## src/rtl/parking_pkg.sv

```systemverilog
// Shared types and defaults for the parking datapath.
package parking_pkg;

  typedef enum logic {
    IDLE,
    GATE
  } state_t;

  localparam int DEF_SLOTS       = 8;
  localparam int DEF_GATE_CYCLES = 4;

endpackage

```

## src/rtl/lowest_free_slot.sv

```systemverilog
// Priority encoder: index of the lowest set bit of a free-mask.
module lowest_free_slot #(
  parameter  int N = 8,
  localparam int W = $clog2(N)
) (
  input  logic [N-1:0] i_free,
  output logic [W-1:0] o_idx,
  output logic         o_found
);

  always_comb begin
    o_idx   = '0;
    o_found = 1'b0;
    // Scan downward so the lowest set bit is the last one written.
    for (int i = N - 1; i >= 0; i--) begin
      if (i_free[i]) begin
        o_idx   = W'(i);
        o_found = 1'b1;
      end
    end
  end

endmodule

```

## src/rtl/parking_slot_allocator.sv

```systemverilog
// Entry/exit slot allocator with entry-gate timing FSM.
// Optional reserved VIP slot (SLOTS-1) when PARKING_VIP_SLOT_EN is defined.
module parking_slot_allocator
  import parking_pkg::*;
#(
  parameter  int SLOTS       = DEF_SLOTS,
  parameter  int GATE_CYCLES = DEF_GATE_CYCLES,
  localparam int SW          = $clog2(SLOTS)
) (
  input  logic             clk,
  input  logic             rst,
  input  logic             entry_req,
  input  logic             entry_vip,
  input  logic             exit_req,
  input  logic [SW-1:0]    exit_slot,
  output logic             entry_ack,
  output logic [SW-1:0]    entry_slot,
  output logic             entry_full,
  output logic             exit_err,
  output logic             gate_open,
  output logic [SLOTS-1:0] occupancy
);

  localparam int CW = (GATE_CYCLES > 1) ? $clog2(GATE_CYCLES) : 1;
  localparam logic [CW-1:0] GATE_LOAD = CW'(GATE_CYCLES - 1);

  state_t           r_state;
  logic [CW-1:0]    r_cnt;
  logic [SLOTS-1:0] r_occ;
  logic [SW-1:0]    r_slot;
  logic             r_ack;
  logic             r_full;
  logic             r_err;
  logic             r_gate;

  logic [SLOTS-1:0] w_free;
  logic [SLOTS-1:0] w_elig;
  logic [SLOTS-1:0] w_set;
  logic [SLOTS-1:0] w_clr;
  logic [SW-1:0]    w_enc_idx;
  logic [SW-1:0]    w_pick;
  logic             w_enc_found;
  logic             w_can_admit;
  logic             w_try;
  logic             w_admit;
  logic             w_in_range;
  logic             w_exit_ok;

  assign w_free = ~r_occ;

`ifdef PARKING_VIP_SLOT_EN
  logic w_vip_hit;
  assign w_elig      = w_free & {1'b0, {(SLOTS-1){1'b1}}};
  assign w_vip_hit   = entry_vip & w_free[SLOTS-1];
  assign w_pick      = w_vip_hit ? SW'(SLOTS - 1) : w_enc_idx;
  assign w_can_admit = w_vip_hit | w_enc_found;
`else
  logic w_unused_vip;
  assign w_unused_vip = entry_vip;
  assign w_elig       = w_free;
  assign w_pick       = w_enc_idx;
  assign w_can_admit  = w_enc_found;
`endif

  lowest_free_slot #(
    .N(SLOTS)
  ) u_lfs (
    .i_free (w_elig),
    .o_idx  (w_enc_idx),
    .o_found(w_enc_found)
  );

  // Both paths read the occupancy registered at the start of the cycle.
  assign w_try      = (r_state == IDLE) & entry_req;
  assign w_admit    = w_try & w_can_admit;
  assign w_in_range = ({1'b0, exit_slot} < (SW + 1)'(SLOTS));
  assign w_exit_ok  = exit_req & w_in_range & r_occ[exit_slot];
  assign w_set      = w_admit ? (SLOTS'(1) << w_pick) : '0;
  assign w_clr      = w_exit_ok ? (SLOTS'(1) << exit_slot) : '0;

  always_ff @(posedge clk or posedge rst) begin
    if (rst) begin
      r_state <= IDLE;
      r_cnt   <= '0;
      r_occ   <= '0;
      r_slot  <= '0;
      r_ack   <= 1'b0;
      r_full  <= 1'b0;
      r_err   <= 1'b0;
      r_gate  <= 1'b0;
    end else begin
      r_occ  <= (r_occ | w_set) & ~w_clr;
      r_err  <= exit_req & ~w_exit_ok;
      r_ack  <= w_admit;
      r_full <= w_try & ~w_can_admit;
      if (w_admit) r_slot <= w_pick;
      unique case (r_state)
        IDLE: begin
          if (w_admit) begin
            r_state <= GATE;
            r_cnt   <= GATE_LOAD;
            r_gate  <= 1'b1;
          end
        end
        GATE: begin
          if (r_cnt == '0) begin
            r_state <= IDLE;
            r_gate  <= 1'b0;
          end else begin
            r_cnt <= r_cnt - 1'b1;
          end
        end
      endcase
    end
  end

  assign entry_ack  = r_ack;
  assign entry_slot = r_slot;
  assign entry_full = r_full;
  assign exit_err   = r_err;
  assign gate_open  = r_gate;
  assign occupancy  = r_occ;

endmodule
```

## config.mk

```make
export PLATFORM = sky130hd
export DESIGN_NAME = parking_slot_allocator
export DESIGN_NICKNAME = d
export VERILOG_FILES = /design/src/rtl/parking_pkg.sv /design/src/rtl/lowest_free_slot.sv /design/src/rtl/parking_slot_allocator.sv
export SDC_FILE = /design/constraint.sdc
export NUM_CORES = 1
export LEC_CHECK = 0
export CELL_PAD_IN_SITES_DETAIL_PLACEMENT = 0
export CELL_PAD_IN_SITES_GLOBAL_PLACEMENT = 2
export CORE_MARGIN = 1.5
export CORE_UTILIZATION = 40
export DETAILED_ROUTE_END_ITERATION = 16
export DONT_BUFFER_PORTS = 1
export PLACE_DENSITY = 0.79
export SYNTH_ARGS = -nofsm -noshare
export SYNTH_HDL_FRONTEND = slang
export SYNTH_SLANG_ARGS = --single-unit
```

## constraint.sdc

```tcl
create_clock -name clk -period 3 [get_ports clk]
set_input_delay 0.3 -clock clk [delete_from_list [all_inputs] [get_ports clk]]
set_output_delay 0.3 -clock clk [all_outputs]
set_load 0.05 [all_outputs]
```

# Yosys cells after proc, flatten, opt, wreduce, memory -nomap -nowiden
# Index checks and enable logic that the tools add are counted.
# Widths: inputs -> output; s select.
dict set report op_classes {
  n_addsub 1
  order_cmp 1
  mux 29
  n_reduce_logical 3
  n_mul 0
  div_mod_pow 0
  eq_ne 3
  bitwise 12
  shift 2
}
# cell count
set op_table {}
lappend op_table {{$mux 3} 8}
lappend op_table {{$mux 8} 2}
lappend op_table {{$not 8->8} 2}
lappend op_table {{$shl 1x3->8 const A} 2}
lappend op_table {{$mux 1} 13}
lappend op_table {{$and 8x8->8} 1}
lappend op_table {{$or 8x8->8} 1}
lappend op_table {{$and 1x1->1} 5}
lappend op_table {{$lt 3x4->1 const B} 1}
lappend op_table {{$mux 2} 2}
lappend op_table {{$ne 2x2->1 const B} 2}
lappend op_table {{$pmux 1 s2} 2}
lappend op_table {{$pmux 2 s2} 1}
lappend op_table {{$reduce_and 2->1} 2}
lappend op_table {{$bmux 1 s3} 1}
lappend op_table {{$not 1->1} 3}
lappend op_table {{$logic_not 2->1} 1}
lappend op_table {{$ne 2x1->1 const B} 1}
lappend op_table {{$sub 2x1->2 const B} 1}
dict set report totals {
  in_bits 8
  latch_bits 0
  elab_cells 59
  ff_bits 18
  mem_bits_rw 0
  rom_bits 0
  memories 0
}

# Depth between registers and ports, before layout
dict set report logic_depth {
  ltp_word 13
  depth_mapped 6
  ltp_nobuf 5
}

# By module
# A second synthesis with hierarchy kept.
dict set report unflattened {
  cells_unflattened 96
  hier_area_um2 933.4
}
# module seq_area_each_um2 area_per_inst_um2 n_inst cells_each
set modules_own_cells {}
lappend modules_own_cells {parking_slot_allocator 450.4 853.3 1 83}
lappend modules_own_cells {lowest_free_slot 0.0 80.1 1 13}

# Worst setup path before layout
# Ideal clock, no wire load.
dict set report synth_timing {
  kind {flip-flop to flip-flop}
  start {register r_occ[2] (netlist: occupancy[2])}
  end {register r_slot[0] (netlist: entry_slot[0])}
  path_slack_ns 1.327
  required_ns 2.875
  setup_ns 0.125
  path_stages_with_launch 6
  t_arrival_ns 1.548
  cell_sequence {dfrtp_1 -> buf_2 -> nand4_2 -> o21ai_4 -> inv_4 -> mux2_4}
}
dict set report synth_between {
  elab_chain_len 5
  word_cells_on_any_way 8
}
# item line_no
set synth_lines {}
lappend synth_lines {{from (decl)} parking_slot_allocator.sv:29} ;# logic [SLOTS-1:0] r_occ;
lappend synth_lines {{from (signal assigned)} parking_slot_allocator.sv:92} ;# r_occ <= (r_occ | w_set) & ~w_clr;
lappend synth_lines {{$not 8->8} parking_slot_allocator.sv:49} ;# assign w_free = ~r_occ;
lappend synth_lines {{$mux 1 (3 in series)} lowest_free_slot.sv:16} ;# if (i_free[i]) begin
lappend synth_lines {{$and 1x1->1} parking_slot_allocator.sv:75} ;# assign w_admit = w_try & w_can_admit;
lappend synth_lines {{named net w_admit} parking_slot_allocator.sv:45} ;# logic w_admit;
lappend synth_lines {{to (signal assigned)} parking_slot_allocator.sv:96} ;# if (w_admit) r_slot <= w_pick;
lappend synth_lines {{to (decl)} parking_slot_allocator.sv:30} ;# logic [SW-1:0] r_slot;
# The timed path passes the listed nets, and every way through them passes these cells.
# A chain may end at the register's enable or synchronous reset.

# Worst setup path after layout
dict set report layout_timing {
  start {register r_occ[3] (netlist: occupancy[3])}
  end {register r_slot[0] (netlist: entry_slot[0])}
}
dict set report layout_between {
  elab_chain_len 6
  word_cells_on_any_way 10
}
# item line_no
set layout_lines {}
lappend layout_lines {{$not 8->8} parking_slot_allocator.sv:49}
lappend layout_lines {{$mux 1 (4 in series)} lowest_free_slot.sv:16}
lappend layout_lines {{$and 1x1->1} parking_slot_allocator.sv:75}
lappend layout_lines {{named net w_admit} parking_slot_allocator.sv:45}
# The timed path passes the listed nets, and every way through them passes these cells.

==> impl_metrics.toml <==
[status]
outcome = "finished with violations"
violations = "negative hold slack"

[global_routing]
antenna_found_initial = 0
globalRouteTotalUtil_pct = 16.0
grt_pass1_wl_um = 3040
grt_pass1_vias = 639
overflow = 0
grt_max_degree = 19

[yosys]
synthAdderAreaFrac_pct = 1.37
ys_seq_area_share_pct = 49.2
synthSimpleGateAreaFrac_pct = 20.9
synth_compound_area_share_pct = 14.5
synth_area_sq_um = 916
ys_ff_latch = 18
synth.area.mux_share_pct = 9.02
ys_warn_count = 0
syn_inst = 88
synth_top_family_by_area = "simple AND/OR/NAND/NOR gates"
synth_xor_area_share_pct = 0
synth_cell_types = 30
syn-mean-instance-area_sq_um = 10.4
synth_nets = 97

[placed_design]
detailed_place_hpwl_um = 1290
port_buffers = 0
gp_congestion = 0.773
dpl_cell_area_sq_um = 930

[timing]
fin_crit_ns = 1.79
hold_violations = 8
holdWs_ns = -0.00654
finalSetupViolations = 0
rsz0062_at_grt = "no"
drv_slew = 0
min_period_over_period_pct = 59.7
clock_skew_ns = 0.00759
fmax_ghz = 0.558
tns_ns = 0
worst_pin_slew_ns = 0.726
slew_headroom_pct = 51.6

[finish]
fin_area_sq_um = 966
fillers = 218
synthToLayoutAreaGrowth_pct = 5.46
final_nets = 98
mostFrequentLayoutCells = "18 x dfrtp_1, 15 x nand2_1, 6 x a21oi_1"
antennaDiodeCount = 0
layout_commonest_cell = "dfrtp_1"
drive_gt1_share_pct = 14.8

[setup_path]
cpMaxStageDelayCell = "dfrtp_1"
crit_type = "flop to flop"
critPathArrivalTime_ns = 1.97
start_kind = "flop"
setup.worst_path.end_class = "flop"
worst-r2r-setup-slack_ns = 1.21
crit_chain = "nand4_2 -> o21ai_4 -> inv_4 -> mux2_4"
cp_max_fo = 10
reg2reg_from = "occupancy[3]"
ff2ff_path_depth = 4
required_ns = 3.18
r2r-end = "entry_slot[0]"
cp_slowest_stage_delay_ns = 0.82

[floorplanning]
initial_core_util_pct = 41.8
io_pins = 23
num_rows = 17
die_w_um = 50.9
die-area_sq_um = 2590
die_h_um = 50.9
fp.coreArea_sq_um = 2190

[route]
ant_nets = 0
drc = 0
num_vias = 633
dr.pass1.iters = 4
drt_iter0_drc = 15
via_per_inst = 5.46
wirelength_um = 1800
wl_per_cell_um = 15.5

[clocking]
clock-sinks = 18
cts_setup_buffers = 0
cts_resized = 0
clk_pin_slew_ns = 0.10
cts_root_buf = "clkbuf_4"
hold_buffers = 0
cts_buffer_depth = 2
tritoncts = "yes"
htree_levels = 1
cts_made_buffers = 3
clk_latency_ns = 0.29

[run]
cap_violations = 0

[power_and_ir_drop]
irDropWorstVdd_uv = 659
power_density_nw_per_um2 = 1220
cellLeakagePower_nw = 0.434
power_mw = 1.18

[hold_path]
hp-class = "input port to asynchronous set/reset pin"
-- worst max-delay path: cells and delay by family, from the launching register on --
kind / cells / cell delay (ns)
buf+inv: 1 / 0.06
flops: 1 / 0.82
mux: 1 / 0.29
simple gates: 1 / 0.22
compound gates: 1 / 0.29
-- final cells by class --
type	instances	area, sq um	share of cell area, %
Clock buffer	4	36.3	3.76
Tap cell	28	35.0	3.63
Multi-Input combinational cell	60	419	43.4
Inverter	6	25.0	2.59
Sequential cell	18	450	46.6
-- registers in the layout (all words and copies together) (netlist names) --
signal / count
occupancy: 8
entry_slot: 3
r_cnt: 2
entry_ack: 1
entry_full: 1
exit_err: 1
gate_open: 1
r_state: 1
-- metal layers --
metal | vias up | wire length, um | track usage (%)
li1 | 314 | - | -
met4 | 0 | 16 | 8.11
met2 | 18 | 786 | 23.0
met3 | 2 | 114 | 4.39
met1 | 299 | 878 | 21.9
met5 | - | 0 | 0
-- synthesized netlist by cell type --
master	number	area (sq um)
nor2_1	4	15.0
and3_1	1	6.26
ha_1	1	12.5
nor2b_4	1	13.8
clkbuf_1	1	3.75
inv_4	1	6.26
o21ai_4	1	16.3
buf_4	1	7.51
dfrtp_1	18	450
and2_2	1	7.51
nor2b_1	3	18.8
o22ai_1	1	6.26
o31ai_1	2	15.0
o21ai_0	5	25.0
mux4_1	2	52.6
a41oi_1	2	17.5
buf_2	2	10.0
nand2_1	15	56.3
nand2_2	1	6.26
nand4_2	2	25.0
a21oi_1	6	30.0
a31oi_1	1	6.26
nand4_1	2	12.5
a21boi_0	1	7.51
and4_1	1	8.76
o221ai_1	1	8.76
mux2_4	2	30.0
inv_1	5	18.8
nand2b_1	1	6.26
nand3_1	3	15.0
-- power breakdown --
part           internal (mW)  leakage (nW)  switching [mW]
sequential             0.334         0.215           0.407
combinational          0.149         0.197           0.143
clock                 0.0738        0.0210          0.0723
-- metrics by stage --
| stage | instances | setup WS (ns) | utilization (%) | hold slack (ns) |
|---|---|---|---|---|
| detailed placement | 112 | 1.21 | 42.4 | 0.343 |
| global route | 116 | 0.988 | 44.1 | 0.0414 |
| finish | 116 | 1.21 | 44.1 | -0.00654 |
| floorplan | 88 | 1.33 | - | 0.239 |
| global placement | 112 | 1.20 | 42.4 | 0.329 |
| CTS | 116 | 1.19 | 44.1 | 0.0159 |
-- logic make-up after synthesis --
kind of cell               count (synthesis)
AOI/OAI and AO/OA                         20
adders and majority gates                  1
buffers and inverters                     10
DFF                                       18
muxes                                      4
and+or+nand+nor                           35
-- worst max path at each step --
stage / start / depth (start not counted) / to
detailed placement: occupancy[3] / 4 / entry_slot[0]
CTS: occupancy[6] / 4 / entry_slot[0]
global route: occupancy[6] / 5 / r_cnt[1]
floorplan: occupancy[2] / 5 / entry_slot[0]
finish: occupancy[3] / 4 / entry_slot[0]
global placement: occupancy[6] / 4 / entry_slot[0]
Power figures use the tool's default switching activity.
